==> config.mk <==
export PLATFORM = sky130hd
export DESIGN_NAME = ant_signal_sensor
export DESIGN_NICKNAME = d
export VERILOG_FILES = /design/src/rtl/ant_signal_sensor.sv
export SDC_FILE = /design/constraint.sdc
export NUM_CORES = 1
export LEC_CHECK = 0
export CAP_MARGIN = 10
export CORE_ASPECT_RATIO = 0.9
export CORE_MARGIN = 5
export CORE_UTILIZATION = 35
export CTS_CLUSTER_SIZE = 16
export DETAILED_ROUTE_END_ITERATION = 8
export PLACE_DENSITY_LB_ADDON = 0.08
export SYNTH_ARGS = -nofsm -noshare
export SYNTH_HDL_FRONTEND = slang
export SYNTH_SLANG_ARGS = --single-unit
==> constraint.sdc <==
create_clock -name Clk -period 4.7 [get_ports Clk]
set_input_delay 0.94 -clock Clk [delete_from_list [all_inputs] [get_ports Clk]]
set_output_delay 0.94 -clock Clk [all_outputs]
set_load 0.05 [all_outputs]
==> src/rtl/ant_signal_sensor.sv <==
// ant_signal_sensor
//   Reads the up-to-8 neighbouring pheromone cells around one ant through a
//   single-outstanding read handshake and reports the strongest direction.
//
//   Ports:
//     Clk, Reset          clock, synchronous active-high reset
//     start               sense request (accepted only when idle)
//     ant_x, ant_y        ant position, latched on accepted start
//     cur_dir             ant heading, latched on accepted start (tie-break)
//     rd_req, rd_x, rd_y  grid read request and address
//     rd_valid, rd_data   read completion and cell signal value
//     busy                high whenever a sense is in progress
//     done                one-cycle pulse when the result outputs update
//     best_dir            direction of strongest neighbour (0=N .. 7=NW clockwise)
//     best_signal         signal value at best_dir
//     found               usable gradient flag
//
//   Optional feature: define ANT_SENSE_CENTER_EN to read the ant's own cell
//   first; found then also requires best_signal to exceed that center value.
module ant_signal_sensor #(
  parameter int SIGNAL_bits  = 16,
  parameter int GRID_W       = 64,
  parameter int GRID_H       = 64,
  parameter int X_bits       = 6,
  parameter int Y_bits       = 6,
  parameter int SENSE_THRESH = 1
) (
  input  logic                   Clk,
  input  logic                   Reset,
  input  logic                   start,
  input  logic [X_bits-1:0]      ant_x,
  input  logic [Y_bits-1:0]      ant_y,
  input  logic [2:0]             cur_dir,
  output logic                   rd_req,
  output logic [X_bits-1:0]      rd_x,
  output logic [Y_bits-1:0]      rd_y,
  input  logic                   rd_valid,
  input  logic [SIGNAL_bits-1:0] rd_data,
  output logic                   busy,
  output logic                   done,
  output logic [2:0]             best_dir,
  output logic [SIGNAL_bits-1:0] best_signal,
  output logic                   found
);

  localparam logic [1:0] IDLE = 2'd0;
  localparam logic [1:0] SCAN = 2'd1;
  localparam logic [1:0] DONE = 2'd2;

  localparam logic [X_bits-1:0]      X_MAX  = X_bits'(GRID_W - 1);
  localparam logic [Y_bits-1:0]      Y_MAX  = Y_bits'(GRID_H - 1);
  localparam logic [SIGNAL_bits-1:0] THRESH = SIGNAL_bits'(SENSE_THRESH);

  logic [1:0]             state;
  logic [X_bits-1:0]      antX;
  logic [Y_bits-1:0]      antY;
  logic [2:0]             curDir;
  logic [2:0]             dirIdx;
  logic [2:0]             runDir;
  logic [SIGNAL_bits-1:0] runMax;
  logic                   anyRead;
`ifdef ANT_SENSE_CENTER_EN
  logic                   centerPhase;
  logic [SIGNAL_bits-1:0] centerSig;
`endif

  logic dxPos, dxNeg, dyPos, dyNeg;
  logic atCenter, offGrid, hit, sample, stepDone;
  logic [X_bits-1:0]      nbrX;
  logic [Y_bits-1:0]      nbrY;
  logic [SIGNAL_bits-1:0] nextMax;
  logic [2:0]             nextDir;
  logic                   nextAny, nextFound;

  // Offset of the current direction; y grows southward.
  // NOTE: every always_comb output gets a default first so no path leaves it
  // unassigned, which would otherwise infer a latch.
  always_comb begin
    dxPos = 1'b0;
    dxNeg = 1'b0;
    dyPos = 1'b0;
    dyNeg = 1'b0;
    case (dirIdx)
      3'd0: dyNeg = 1'b1;
      3'd1: begin dxPos = 1'b1; dyNeg = 1'b1; end
      3'd2: dxPos = 1'b1;
      3'd3: begin dxPos = 1'b1; dyPos = 1'b1; end
      3'd4: dyPos = 1'b1;
      3'd5: begin dxNeg = 1'b1; dyPos = 1'b1; end
      3'd6: dxNeg = 1'b1;
      3'd7: begin dxNeg = 1'b1; dyNeg = 1'b1; end
      default: ;
    endcase
  end

  always_comb begin
    atCenter = 1'b0;
`ifdef ANT_SENSE_CENTER_EN
    atCenter = centerPhase;
`endif
    // Off-grid only when a step would cross an edge the ant sits on, so the
    // address arithmetic below never needs to wrap.
    offGrid = !atCenter &&
              ((dxNeg && antX == '0) || (dxPos && antX == X_MAX) ||
               (dyNeg && antY == '0) || (dyPos && antY == Y_MAX));
    nbrX = antX;
    nbrY = antY;
    if (!atCenter) begin
      if (dxPos) nbrX = antX + X_bits'(1);
      if (dxNeg) nbrX = antX - X_bits'(1);
      if (dyPos) nbrY = antY + Y_bits'(1);
      if (dyNeg) nbrY = antY - Y_bits'(1);
    end
  end

  assign rd_req   = (state == SCAN) && !offGrid;
  assign rd_x     = rd_req ? nbrX : '0;
  assign rd_y     = rd_req ? nbrY : '0;
  assign hit      = rd_req && rd_valid;
  assign sample   = hit && !atCenter;
  assign stepDone = (state == SCAN) && (offGrid || hit);
  assign busy     = (state != IDLE);
  assign done     = (state == DONE);

  // Running max including the read completing this cycle, so the final
  // neighbour can be folded straight into the result registers.
  always_comb begin
    nextMax = runMax;
    nextDir = runDir;
    nextAny = anyRead;
    if (sample) begin
      nextAny = 1'b1;
      if (rd_data > runMax) begin
        nextMax = rd_data;
        nextDir = dirIdx;
      end else if (rd_data == runMax && dirIdx == curDir) begin
        nextDir = curDir;
      end
    end
  end

`ifdef ANT_SENSE_CENTER_EN
  assign nextFound = nextAny && (nextMax >= THRESH) && (nextMax > centerSig);
`else
  assign nextFound = nextAny && (nextMax >= THRESH);
`endif

  // NOTE: sequential state uses non-blocking assignments so every register
  // samples pre-edge values regardless of statement order.
  always_ff @(posedge Clk) begin
    if (Reset) begin
      state       <= IDLE;
      antX        <= '0;
      antY        <= '0;
      curDir      <= '0;
      dirIdx      <= '0;
      runDir      <= '0;
      runMax      <= '0;
      anyRead     <= 1'b0;
      best_dir    <= '0;
      best_signal <= '0;
      found       <= 1'b0;
`ifdef ANT_SENSE_CENTER_EN
      centerPhase <= 1'b0;
      centerSig   <= '0;
`endif
    end else begin
      case (state)
        IDLE: begin
          if (start) begin
            antX    <= ant_x;
            antY    <= ant_y;
            curDir  <= cur_dir;
            runMax  <= '0;
            runDir  <= cur_dir;
            anyRead <= 1'b0;
            dirIdx  <= '0;
`ifdef ANT_SENSE_CENTER_EN
            centerPhase <= 1'b1;
`endif
            state   <= SCAN;
          end
        end
        SCAN: begin
          runMax  <= nextMax;
          runDir  <= nextDir;
          anyRead <= nextAny;
          if (stepDone) begin
            if (atCenter) begin
`ifdef ANT_SENSE_CENTER_EN
              centerPhase <= 1'b0;
              centerSig   <= rd_data;
`endif
            end else begin
              dirIdx <= dirIdx + 3'd1;
              if (dirIdx == 3'd7) begin
                best_dir    <= nextDir;
                best_signal <= nextMax;
                found       <= nextFound;
                state       <= DONE;
              end
            end
          end
        end
        DONE:    state <= IDLE;
        default: state <= IDLE;
      endcase
    end
  end

endmodule

==> results.yml <==
synth:
  netlist_area_um2: 3646
  synth_edf_count: 0
  yosys_warnings: 0
  ys_seq_elements: 60
  ys.flop_type: "dfxtp_1"
  synth.distinct_cells: 52
  ys_seq_area_share_pct: 32.94
  syn_nets: 527
  async_reset_ff_share_pct: 0
  syn_inst: 464
  avgSynthCellArea_um2: 7.858
global_routing:
  grt_usage_pct: 17.45
  grt_start_max_net_pins: 47
  grt_first_pass_wirelength_um: 18300
  antenna_found_initial: 0
  gr-total-overflow: 0
  first_global_vias: 3524
sta:
  rsz0062_at_grt: "no"
  fin_skew_ns: 0.006096
  fin_crit_sh_pct: 92.42
  finalHoldViolCount: 0
  setup_viol: 0
  fin_crit_ns: 4.344
  tns_ns: 0
  max-slew-margin-rel_pct: 44.31
  whs_ns: 0.4539
  fmax_mhz: 230.2
  slew_violations: 0
  worst_slew_pin_slew_ns: 0.8334
cells_and_area:
  final_nets: 584
  area_delta_synth_final_pct: 30.51
  fin_util_pct: 46.63
  nFillCells: 1046
  num_antenna_cells: 0
  drive_gt1_share_pct: 6.654
  stdcell_area_um2: 4758
route:
  wirelength_um: 10680
  avgViaCountPerCell: 5.528
  avgRoutedWirePerCell_um: 16.31
  drc: 0
  num_vias: 3621
  drtPass1Iterations: 6
  dr.first_iter.drc_count: 164
  detail-route-antenna-nets: 0
setup_path:
  cpLargestDelayFamily: "simple AND/OR/NAND/NOR gates"
  cp-start-kind: "flip-flop"
  critical_path.cell_chain: "inv_1 -> ha_1 -> o21bai_1 -> nor4b_1 -> nand4_1 -> o22ai_1 -> xnor2_1 -> nor2_1 -> clkdlybuf4s50_1"
  slowest_stage: "clkdlybuf4s50_1"
  end_kind: "output port"
  reg2reg_to: "best_signal[7]"
  worst-setup-path-type: "reg -> out"
  cp.depth: 9
  crit_buf_inv: 2
  required_ns: 3.76
  cp_slowest_stage_delay_ns: 0.82
  crit_fanout: 6
  reg2reg_slack_ns: 1.42
  worstPathArrival_ns: 3.40
  r2r_start: "dirIdx[0]"
  cp-endpoint: "rd_y[5]"
  cp-startpoint: "dirIdx[1]"
  r2r.worst_path.cells: 9
floorplanning:
  ios: 70
  rows: 35
  die_y_um: 106.8
  start_util_pct: 35.73
  dieArea_um2: 12560
  core_um2: 10200
  die_w_um: 117.6
clock_tree:
  holdBufCountCts: 0
  cts-root-buf: "clkbuf_16"
  insertion_delay_ns: 0.32
  h-tree-depth: 3
  cts.path.max_buffers: 2
  cts_buffers: 9
  cts_tree: "done"
  numClockSinks: 60
  clkSlewWorstSetupHoldPaths_ns: 0.06
min_path:
  hold_depth: 2
  min_from: "anyRead"
  hold_path_class: "reg -> reg"
placement:
  gp_congestion: 0.8592
  io_buffer_count: 69
  dpl_cell_area_um2: 4429
  hpwl_um: 7788
power_and_ir_drop:
  irDropWorstVdd_uv: 170.8
  p_leak_nw: 1.661
  p_per_area_nw_per_um2: 323.1
outcome:
  status: "finished, final reports clean"
flow_run:
  cap_viol_max_count: 0
-- metal layers --
| layer | GRT usage (%) | share of wire (%) | vias to the layer above |
|---|---|---|---|
| met3 | 4.114 | 5.4 | 13 |
| met2 | 25.77 | 41 | 108 |
| met1 | 25.58 | 52 | 1698 |
| li1 | - | - | 1802 |
| met4 | 4.095 | 0.94 | 0 |
| met5 | 0 | 0 | - |
-- layout make-up --
cell class / count / area, um^2 / share of cell area [%]
multi-input cells: 336 / 2180 / 45.81
flip-flops and latches: 60 / 1201 / 25.24
repair buffers: 77 / 750.7 / 15.78
clock buffers: 10 / 239.0 / 5.022
well taps: 129 / 161.4 / 3.392
inverters: 37 / 138.9 / 2.919
clock inverters: 6 / 87.58 / 1.841
-- tightest hold or removal path: stages (launching register included) --
cell and delay [ns]:
dfxtp_1 0.31, nand2_1 0.05, a21oi_1 0.05
-- registers in the layout, indices dropped and copies added, names as in the netlist --
signal / cells
state: 2
runDir: 3
curDir: 3
found: 1
antY: 6
dirIdx: 3
best_signal: 16
antX: 6
best_dir: 3
runMax: 16
anyRead: 1
-- power by group --
part           switching (mW)  total [mW]  internal [mW]
Combinational           0.170       0.275          0.105
Sequential             0.0176       0.542          0.524
Clock                   0.243       0.720          0.477
-- worst min-delay path by stage --
stage and end:
5_1_grt anyRead, 2_1_floorplan anyRead, 4_1_cts anyRead, 3_3_place_gp anyRead, 6_report anyRead, 3_5_place_dp anyRead
-- cells by family after synthesis --
| logic type | count (synthesis) | share of synthesized area [%] |
|---|---|---|
| buffers and inverters | 68 | 7.344 |
| DFF | 60 | 32.94 |
| and+or+nand+nor | 134 | 18.53 |
| AOI/OAI and AO/OA | 161 | 28.45 |
| adders and majority gates | 28 | 9.609 |
| xor gates and xnor gates | 13 | 3.123 |
-- what timing repair did --
item / CTS / global route
endpoints found under the setup margin: 0 / 7
gates resized for setup: 0 / 1
setup buffers: 0 / 0
-- stage by stage --
stage | power (mW) | cells | setup WS, ns
after CTS | 1.550 | 655 | 0.2580
after global placement | 0.8263 | 639 | 0.6986
final | 1.537 | 655 | 0.3562
after global routing | 1.603 | 655 | 0.06948
after detailed placement | 0.8283 | 639 | 0.6141
after floorplan | 0.7321 | 464 | 1.142
-- cell usage in the layout, fill, tap and decap left out, types with 5 or more instances in the layout --
master	instances
o21ai_0	18
nor2_1	23
a31oi_1	17
nand4_1	8
buf_4	8
inv_1	36
o211ai_1	18
nand3_1	24
a21oi_1	48
nand2_1	45
nor4_1	11
xnor2_1	11
a41oi_1	5
ha_1	28
clkdlybuf4s50_1	69
o21ai_1	19
o31ai_1	6
clkbuf_16	9
dfxtp_1	60
-- cells in the mapped netlist (3+ instances only) --
| cell type | count | area share [%] |
|---|---|---|
| a21o_1 | 3 | 0.62 |
| a21oi_1 | 48 | 6.6 |
| a31oi_1 | 17 | 2.9 |
| a41oi_1 | 5 | 1.2 |
| buf_2 | 6 | 0.82 |
| clkbuf_1 | 21 | 2.2 |
| dfxtp_1 | 60 | 33 |
| ha_1 | 28 | 9.6 |
| inv_1 | 36 | 3.7 |
| nand2_1 | 46 | 4.7 |
| nand2b_1 | 3 | 0.51 |
| nand3_1 | 24 | 3.3 |
| nand4_1 | 8 | 1.4 |
| nor2_1 | 23 | 2.4 |
| nor2b_1 | 3 | 0.51 |
| nor4_1 | 11 | 1.9 |
| nor4b_1 | 3 | 0.72 |
| o211ai_1 | 18 | 3.7 |
| o21a_1 | 3 | 0.62 |
| o21ai_0 | 18 | 2.5 |
| o21ai_1 | 19 | 2.6 |
| o31ai_1 | 6 | 1.2 |
| o41ai_2 | 3 | 1.3 |
| or4_1 | 3 | 0.62 |
| xnor2_1 | 11 | 2.6 |
Power figures use the tool's default switching activity.
